[src/rtl/half_predict_sequencer.sv]
// ---------------------------------------------------------------------------
// half_predict_sequencer
//
// Top-level controller for the half-precision two-layer predictor datapath.
// A single host beat stream (MULTS fp16 lanes per beat) is steered either to
// the datapath parameter-load strobes (W1, b1, W2, b2 in that order) or to the
// datapath x input during inference. After the last image beat the sequencer
// waits for the datapath out_valid, registers y, scans it for the argmax class
// one element per cycle, and emits a one-cycle result pulse.
//
// Ports
//   clk, rstn              clock, asynchronous active-low reset
//   start_load             pulse: begin parameter load (IDLE or READY only)
//   start_infer            pulse: begin one inference (READY only)
//   abort                  synchronous abort, highest priority
//   s_valid/s_data/s_ready host beat stream (transfer = s_valid & s_ready)
//   dp_in_valid, dp_x      image beats to the datapath
//   dp_load_W1/b1/W2/b2    parameter load strobes, dp_neuron_data their data
//   dp_out_valid, dp_y     datapath result vector (OUTPUT_NODES fp16 values)
//   loaded                 full parameter set resident in the datapath
//   busy                   sequencer is neither IDLE nor READY
//   res_valid              one-cycle result pulse
//   res_class, res_value   argmax index and its fp16 value, held between results
//   error                  sticky timeout flag, cleared by start_load or reset
// ---------------------------------------------------------------------------
module half_predict_sequencer #(
   parameter int LAYER1_NEURONS = 784,
   parameter int LAYER2_NEURONS = 50,
   parameter int OUTPUT_NODES   = 10,
   parameter int MULTS          = 2,
   parameter int TIMEOUT        = 65535
) (
   input  logic                              clk,
   input  logic                              rstn,
   input  logic                              start_load,
   input  logic                              start_infer,
   input  logic                              abort,
   input  logic                              s_valid,
   input  logic [16*MULTS-1:0]               s_data,
   output logic                              s_ready,
   output logic                              dp_in_valid,
   output logic                              dp_load_W1,
   output logic                              dp_load_b1,
   output logic                              dp_load_W2,
   output logic                              dp_load_b2,
   output logic [16*MULTS-1:0]               dp_x,
   output logic [16*MULTS-1:0]               dp_neuron_data,
   input  logic                              dp_out_valid,
   input  logic [16*OUTPUT_NODES-1:0]        dp_y,
   output logic                              loaded,
   output logic                              busy,
   output logic                              res_valid,
   output logic [$clog2(OUTPUT_NODES)-1:0]   res_class,
   output logic [15:0]                       res_value,
   output logic                              error
);

   localparam int W1_BEATS = LAYER1_NEURONS * LAYER2_NEURONS / MULTS;
   localparam int B1_BEATS = LAYER2_NEURONS / MULTS;
   localparam int W2_BEATS = LAYER2_NEURONS * OUTPUT_NODES;
   localparam int B2_BEATS = OUTPUT_NODES;
   localparam int X_BEATS  = LAYER1_NEURONS / MULTS;
   localparam int CLS_W    = $clog2(OUTPUT_NODES);

   // One counter serves beat counting, the WAIT_OUT timeout and the scan index,
   // so it is sized for the largest of those ranges.
   localparam int MAX_A  = (W1_BEATS > W2_BEATS) ? W1_BEATS : W2_BEATS;
   localparam int MAX_B  = (MAX_A > TIMEOUT) ? MAX_A : TIMEOUT;
   localparam int MAX_C  = (MAX_B > OUTPUT_NODES) ? MAX_B : OUTPUT_NODES;
   localparam int CNT_W  = $clog2(MAX_C + 1);

   typedef enum logic [3:0] {
      S_IDLE, S_LOAD_W1, S_LOAD_B1, S_LOAD_W2, S_LOAD_B2,
      S_READY, S_FEED, S_WAIT_OUT, S_SCAN, S_RESULT
   } state_e;

   state_e             state_q, state_d;
   logic [CNT_W-1:0]   cnt_q, cnt_d;
   logic               loaded_q, loaded_d;
   logic               error_q, error_d;
   logic               res_valid_q, res_valid_d;
   logic [CLS_W-1:0]   res_class_q, res_class_d;
   logic [15:0]        res_value_q, res_value_d;
   logic               found_q, found_d;
   logic [15:0]        best_key_q, best_key_d;
   logic [CLS_W-1:0]   best_idx_q, best_idx_d;
   logic [15:0]        best_val_q, best_val_d;
   logic [15:0]        y_q [OUTPUT_NODES];
   logic [15:0]        y_d [OUTPUT_NODES];

   logic               load_state;
   logic               xfer;
   logic [CNT_W-1:0]   phase_end;
   logic               phase_last;
   logic [CLS_W-1:0]   scan_idx;
   logic [15:0]        scan_elem;
   logic               scan_nan;
   logic [15:0]        scan_key;

   assign load_state = state_q inside {S_LOAD_W1, S_LOAD_B1, S_LOAD_W2, S_LOAD_B2};
   assign s_ready    = load_state || (state_q == S_FEED);
   assign xfer       = s_valid && s_ready;
   assign busy       = !((state_q == S_IDLE) || (state_q == S_READY));

   assign dp_load_W1     = xfer && (state_q == S_LOAD_W1);
   assign dp_load_b1     = xfer && (state_q == S_LOAD_B1);
   assign dp_load_W2     = xfer && (state_q == S_LOAD_W2);
   assign dp_load_b2     = xfer && (state_q == S_LOAD_B2);
   assign dp_in_valid    = xfer && (state_q == S_FEED);
   assign dp_x           = s_data;
   assign dp_neuron_data = s_data;

   assign loaded    = loaded_q;
   assign error     = error_q;
   assign res_valid = res_valid_q;
   assign res_class = res_class_q;
   assign res_value = res_value_q;

   // Sign-magnitude fp16 mapped onto an unsigned key that orders like the
   // real values: negatives are inverted, positives get the top bit set.
   assign scan_idx  = cnt_q[CLS_W-1:0];
   assign scan_elem = y_q[scan_idx];
   assign scan_nan  = (&scan_elem[14:10]) && (|scan_elem[9:0]);
   assign scan_key  = scan_elem[15] ? ~scan_elem : (scan_elem | 16'h8000);

   always_comb begin
      phase_end = '0;
      case (state_q)
         S_LOAD_W1: phase_end = CNT_W'(W1_BEATS - 1);
         S_LOAD_B1: phase_end = CNT_W'(B1_BEATS - 1);
         S_LOAD_W2: phase_end = CNT_W'(W2_BEATS - 1);
         S_LOAD_B2: phase_end = CNT_W'(B2_BEATS - 1);
         S_FEED:    phase_end = CNT_W'(X_BEATS - 1);
         default:   phase_end = '0;
      endcase
   end

   assign phase_last = (cnt_q == phase_end);

   always_comb begin
      // NOTE: every _d starts from its _q (or a pulse default) so no path
      // through this block leaves a variable unassigned and infers a latch.
      state_d     = state_q;
      cnt_d       = cnt_q;
      loaded_d    = loaded_q;
      error_d     = error_q;
      res_valid_d = 1'b0;
      res_class_d = res_class_q;
      res_value_d = res_value_q;
      found_d     = found_q;
      best_key_d  = best_key_q;
      best_idx_d  = best_idx_q;
      best_val_d  = best_val_q;
      y_d         = y_q;

      if (abort) begin
         cnt_d = '0;
         if (load_state) begin
            loaded_d = 1'b0;
            state_d  = S_IDLE;
         end else begin
            state_d = loaded_q ? S_READY : S_IDLE;
         end
      end else begin
         case (state_q)
            S_IDLE, S_READY: begin
               if (start_load) begin
                  loaded_d = 1'b0;
                  error_d  = 1'b0;
                  cnt_d    = '0;
                  state_d  = S_LOAD_W1;
               end else if (start_infer && (state_q == S_READY)) begin
                  cnt_d   = '0;
                  state_d = S_FEED;
               end
            end
            S_LOAD_W1, S_LOAD_B1, S_LOAD_W2, S_LOAD_B2, S_FEED: begin
               if (xfer) begin
                  if (phase_last) begin
                     cnt_d = '0;
                     case (state_q)
                        S_LOAD_W1: state_d = S_LOAD_B1;
                        S_LOAD_B1: state_d = S_LOAD_W2;
                        S_LOAD_W2: state_d = S_LOAD_B2;
                        S_LOAD_B2: begin
                           state_d  = S_READY;
                           loaded_d = 1'b1;
                        end
                        default:   state_d = S_WAIT_OUT;
                     endcase
                  end else begin
                     cnt_d = cnt_q + CNT_W'(1);
                  end
               end
            end
            S_WAIT_OUT: begin
               if (dp_out_valid) begin
                  for (int i = 0; i < OUTPUT_NODES; i++) begin
                     y_d[i] = dp_y[16*i +: 16];
                  end
                  // Seed the scan so an all-NaN vector reports class 0 / y[0].
                  found_d    = 1'b0;
                  best_key_d = '0;
                  best_idx_d = '0;
                  best_val_d = dp_y[15:0];
                  cnt_d      = '0;
                  state_d    = S_SCAN;
               end else if (cnt_q == CNT_W'(TIMEOUT - 1)) begin
                  error_d = 1'b1;
                  cnt_d   = '0;
                  state_d = S_READY;
               end else begin
                  cnt_d = cnt_q + CNT_W'(1);
               end
            end
            S_SCAN: begin
               // Strict greater-than keeps the lowest index on ties.
               if (!scan_nan && (!found_q || (scan_key > best_key_q))) begin
                  found_d    = 1'b1;
                  best_key_d = scan_key;
                  best_idx_d = scan_idx;
                  best_val_d = scan_elem;
               end
               if (scan_idx == CLS_W'(OUTPUT_NODES - 1)) begin
                  cnt_d   = '0;
                  state_d = S_RESULT;
               end else begin
                  cnt_d = cnt_q + CNT_W'(1);
               end
            end
            S_RESULT: begin
               res_valid_d = 1'b1;
               res_class_d = best_idx_q;
               res_value_d = best_val_q;
               state_d     = S_READY;
            end
            default: state_d = S_IDLE;
         endcase
      end
   end

   // NOTE: sequential state is updated with non-blocking assignments so every
   // flop samples the pre-edge values regardless of statement order.
   always_ff @(posedge clk or negedge rstn) begin
      if (!rstn) begin
         state_q     <= S_IDLE;
         cnt_q       <= '0;
         loaded_q    <= 1'b0;
         error_q     <= 1'b0;
         res_valid_q <= 1'b0;
         res_class_q <= '0;
         res_value_q <= '0;
         found_q     <= 1'b0;
         best_key_q  <= '0;
         best_idx_q  <= '0;
         best_val_q  <= '0;
      end else begin
         state_q     <= state_d;
         cnt_q       <= cnt_d;
         loaded_q    <= loaded_d;
         error_q     <= error_d;
         res_valid_q <= res_valid_d;
         res_class_q <= res_class_d;
         res_value_q <= res_value_d;
         found_q     <= found_d;
         best_key_q  <= best_key_d;
         best_idx_q  <= best_idx_d;
         best_val_q  <= best_val_d;
      end
   end

   // NOTE: the y capture array carries no reset; it is always written in
   // WAIT_OUT before SCAN reads it, so a reset would only cost routing.
   always_ff @(posedge clk) begin
      y_q <= y_d;
   end

endmodule

[config.mk]
export PLATFORM = sky130hd
export DESIGN_NAME = half_predict_sequencer
export DESIGN_NICKNAME = d
export VERILOG_FILES = /design/src/rtl/half_predict_sequencer.sv
export SDC_FILE = /design/constraint.sdc
export NUM_CORES = 1
export LEC_CHECK = 0
export CAP_MARGIN = 10
export CORE_MARGIN = 2
export CORE_UTILIZATION = 50
export CTS_CLUSTER_DIAMETER = 100
export DETAILED_ROUTE_END_ITERATION = 8
export HOLD_SLACK_MARGIN = 0.15
export PLACE_DENSITY = 0.91
export SYNTH_ARGS = -nofsm -noshare
export SYNTH_HDL_FRONTEND = slang
export SYNTH_SLANG_ARGS = --single-unit
export TNS_END_PERCENT = 100
[constraint.sdc]
create_clock -name clk -period 10.3 [get_ports clk]
set_input_delay 2.06 -clock clk [delete_from_list [all_inputs] [get_ports clk]]
set_output_delay 2.06 -clock clk [all_outputs]
set_load 0.05 [all_outputs]
==> insert_results.sql <==
INSERT INTO impl_metrics (metric_group, metric, value, unit) VALUES
('placement', 'port_buffers', '196', ''),
('synth', 'synth_enable_flop_cells', '160', ''),
('pwr', 'static-leakage-power', '5.34', 'nW'),
('clocking', 'cts.clk_slew.worst_paths', '0.06', 'ns'),
('global_route', 'grt_pass1_wl', '41200', 'um'),
('floorplanning', 'pin_count', '293', ''),
('clocking', 'ctsLongestPathBuffers', '3', ''),
('pwr', 'max-vdd-ir-drop', '0.132', 'mV'),
('floorplanning', 'die_height', '156', 'um'),
('sta', 'final.period_utilization', '56.7', '%'),
('drt', 'initialDrtViolationCount', '607', ''),
('cells_and_area', 'drive_gt1_share', '8.83', '%'),
('synth', 'syn-num-nets', '1151', ''),
('synth', 'synth-async-reset-ratio', '33.3', '%'),
('floorplanning', 'starting_density', '50.9', '%'),
('pwr', 'powerDensity', '206', 'mW/mm^2'),
('clocking', 'clk-insertion-delay-late', '0.52', 'ns'),
('critical_path', 'end_kind', 'primary output', ''),
('drt', 'postRouteAntennaNets', '0', ''),
('critical_path', 'crit_arrival', '3.78', 'ns'),
('clocking', 'ctsRootBufferMaster', 'sky130_fd_sc_hd__clkbuf_16', ''),
('status', 'outcome', 'finished, final reports clean', ''),
('critical_path', 'worst_ep_required_time', '8.24', 'ns'),
('drt', 'detail_route.drc_violations', '0', ''),
('drt', 'first_pass_iteration_count_of_the_detailed_router', '5', ''),
('placement', 'detailedPlacementHpwl', '19100', 'um'),
('synth', 'post_synth_main_area_contributors', 'sky130_fd_sc_hd__edfxtp_1 (42%), sky130_fd_sc_hd__dfrtp_1 (17%), sky130_fd_sc_hd__mux2i_1 (6.4%), sky130_fd_sc_hd__nand2_1 (4.5%), sky130_fd_sc_hd__buf_4 (4.4%)', ''),
('synth', 'yosysWarningCount', '0', ''),
('critical_path', 'timing.critical_path.cells', 'clkdlybuf4s50_1 > nand2_1 > nor3_1 > clkdlybuf4s50_1', ''),
('cells_and_area', 'commonest_non_fill_non_tap_cell_in_the_layout', 'sky130_fd_sc_hd__clkdlybuf4s50_1', ''),
('drt', 'routed-via-count', '7592', ''),
('sta', 'worst_slack', '4.46', 'ns'),
('synth', 'synth.largest_area_cell', 'sky130_fd_sc_hd__edfxtp_1', ''),
('sta', 'fin_tns_setup', '0', 'ns'),
('clocking', 'ctsResizeCount', '0', ''),
('sta', 'final_number_of_hold_violating_endpoints', '0', ''),
('clocking', 'cts_post_setup_buffers_inserted', '0', ''),
('synth', 'synth-seq-cells', '240', ''),
('clocking', 'tritoncts_clock_tree', 'built', ''),
('floorplanning', 'floorplan.rows', '55', ''),
('critical_path', 'cpPeakStageDelay', '0.89', 'ns'),
('critical_path', 'cpMaxStageDelayCell', 'sky130_fd_sc_hd__clkdlybuf4s50_1', ''),
('floorplanning', 'coreArea', '0.0226', 'sq mm'),
('cells_and_area', 'layout.nets', '1264', ''),
('synth', 'seq_area_frac_synth', '59.2', '%'),
('global_route', 'grt_antenna_before_repair', '0', ''),
('synth', 'yosysUniqueCellTypes', '64', ''),
('floorplanning', 'die_area', '0.0242', 'sq mm'),
('global_route', 'globalRouteTotalUtil', '21.9', '%'),
('drt', 'wirelength', '27200', 'um'),
('cells_and_area', 'syn2layout_area_growth', '21.4', '%'),
('sta', 'timing_worst_slew_pin_value', '1.19', 'ns'),
('job', 'cap_viol_max_count', '0', ''),
('worst_hold_path', 'worst_min_path_class', 'flip-flop to flip-flop', ''),
('sta', 'final_period_minus_worst_setup_slack', '5.84', 'ns'),
('drt', 'vias_per_cell', '5.63', ''),
('clocking', 'cts_hold_repair.buffers', '0', ''),
('synth', 'synthDominantCellAreaShare', '41.8', '%'),
('cells_and_area', 'layout.filler_cells', '1735', ''),
('synth', 'synthesis.area_per_instance', '12.3', 'sq um'),
('critical_path', 'worstSetupPathType', 'input port to primary output', ''),
('cells_and_area', 'layout.cells.most_common_list', 'sky130_fd_sc_hd__clkdlybuf4s50_1 (195), sky130_fd_sc_hd__edfxtp_1 (160), sky130_fd_sc_hd__nand2_1 (138), sky130_fd_sc_hd__dfrtp_1 (79), sky130_fd_sc_hd__mux2i_1 (73)', ''),
('sta', 'timing.slew.headroom', '20.9', '%'),
('clocking', 'cts_inserted_buffers', '25', ''),
('critical_path', 'cp-start-kind', 'input port', ''),
('sta', 'rsz0062_at_grt', 'no', ''),
('clocking', 'cts_sinks', '240', ''),
('sta', 'timing.clock.skew', '0.0204', 'ns'),
('synth', 'synth_top_flop_cell', 'sky130_fd_sc_hd__edfxtp_1', ''),
('cells_and_area', 'antenna_cells_inserted', '0', ''),
('global_route', 'grt_remaining_overflow', '0', '');
[per-stage QoR]
step	area [sq um]	hold slack (ns)	cells	utilization (%)	power, W
final	13900	0.467	1349	61.8	0.00287
after global routing	13900	0.501	1349	61.8	0.00300
after CTS	13900	0.472	1348	61.7	0.00288
after detailed placement	13100	0.457	1303	57.9	0.00194
after global placement	13100	0.459	1303	57.9	0.00191
after floorplan	11500	0.433	933	-	0.00178
[synth_stat cells, types with 5 or more instances]
library cell               count
sky130_fd_sc_hd__a21oi_1      32
sky130_fd_sc_hd__a22oi_1       5
sky130_fd_sc_hd__a31oi_1       5
sky130_fd_sc_hd__buf_2         8
sky130_fd_sc_hd__buf_4        67
sky130_fd_sc_hd__buf_6         7
sky130_fd_sc_hd__clkbuf_1     30
sky130_fd_sc_hd__dfrtp_1      80
sky130_fd_sc_hd__edfxtp_1    160
sky130_fd_sc_hd__ha_1         19
sky130_fd_sc_hd__inv_1        28
sky130_fd_sc_hd__mux2_2        8
sky130_fd_sc_hd__mux2_4       16
sky130_fd_sc_hd__mux2i_1      73
sky130_fd_sc_hd__mux4_2       10
sky130_fd_sc_hd__nand2_1     138
sky130_fd_sc_hd__nand2b_1      5
sky130_fd_sc_hd__nand3_1      15
sky130_fd_sc_hd__nand4_1       7
sky130_fd_sc_hd__nor2_1       35
sky130_fd_sc_hd__nor3_1       25
sky130_fd_sc_hd__nor4_1        7
sky130_fd_sc_hd__o21ai_0      43
sky130_fd_sc_hd__o221ai_1      6
sky130_fd_sc_hd__o22ai_1      22
sky130_fd_sc_hd__xnor2_1      10
sky130_fd_sc_hd__xor2_1        8
[sequential cells by signal, indices dropped and copies added (netlist names)]
name / cells
best_idx_q: 4
best_key_q: 16
best_val_q: 16
cnt_q: 16
error: 1
found_q: 1
loaded: 1
res_class: 4
res_valid: 1
res_value: 16
state_q: 4
y_q: 160
[power breakdown]
| group | switching, W | internal [W] |
|---|---|---|
| logic | 0.000426 | 0.000341 |
| clock network | 0.000367 | 0.000569 |
| registers | 0.0000752 | 0.00109 |
[metal layers]
metal  track usage, %  vias up  wire length [um]
li1                 -     3546                 -
met1             28.1     3643             10800
met2             37.6      327             13600
met3             3.67       76              1920
met4             8.43        0               917
met5                0        -                 0
[critical path: cells and delay by family]
family                 cells  cell delay (ns)
AND/OR/NAND/NOR            2             0.29
buffers and inverters      2             1.43
[layout make-up]
cell class / instances / area [sq um] / area share [%]
clock buffer: 27 / 633 / 4.54
clock inverter: 18 / 224 / 1.61
multi-input combinational: 546 / 3790 / 27.2
tap: 285 / 357 / 2.56
inverter: 28 / 105 / 0.754
sequential: 240 / 6810 / 48.8
timing repair buffer: 205 / 2030 / 14.5
[path summary, 6_finish.rpt]
path,from,endpoint,depth (start not counted)
setup / recovery,s_valid,dp_load_b2,4
hold / removal,best_idx_q[1]$_DFFE_PN0P_,res_class[1]$_DFFE_PN0P_,2
setup reg to reg,cnt_q[0]$_DFFE_PN0P_,best_val_q[15]$_DFFE_PN0P_,14
hold reg to reg,best_idx_q[1]$_DFFE_PN0P_,res_class[1]$_DFFE_PN0P_,2
max in group asynchronous,rstn,cnt_q[0]$_DFFE_PN0P_,1
min in group asynchronous,rstn,cnt_q[12]$_DFFE_PN0P_,1
[kinds of logic (layout without fill, tap and decap cells)]
family | Yosys count | after routing | synth area share, %
flops | 240 | 240 | 59.2
fa+ha+maj | 20 | 20 | 2.16
compound gates | 142 | 142 | 7.63
buf+inv | 147 | 278 | 7.96
simple gates | 257 | 257 | 9.98
mux | 109 | 109 | 11.7
xor+xnor | 18 | 18 | 1.37
No activity file was read; power rests on OpenSTA's default activity.
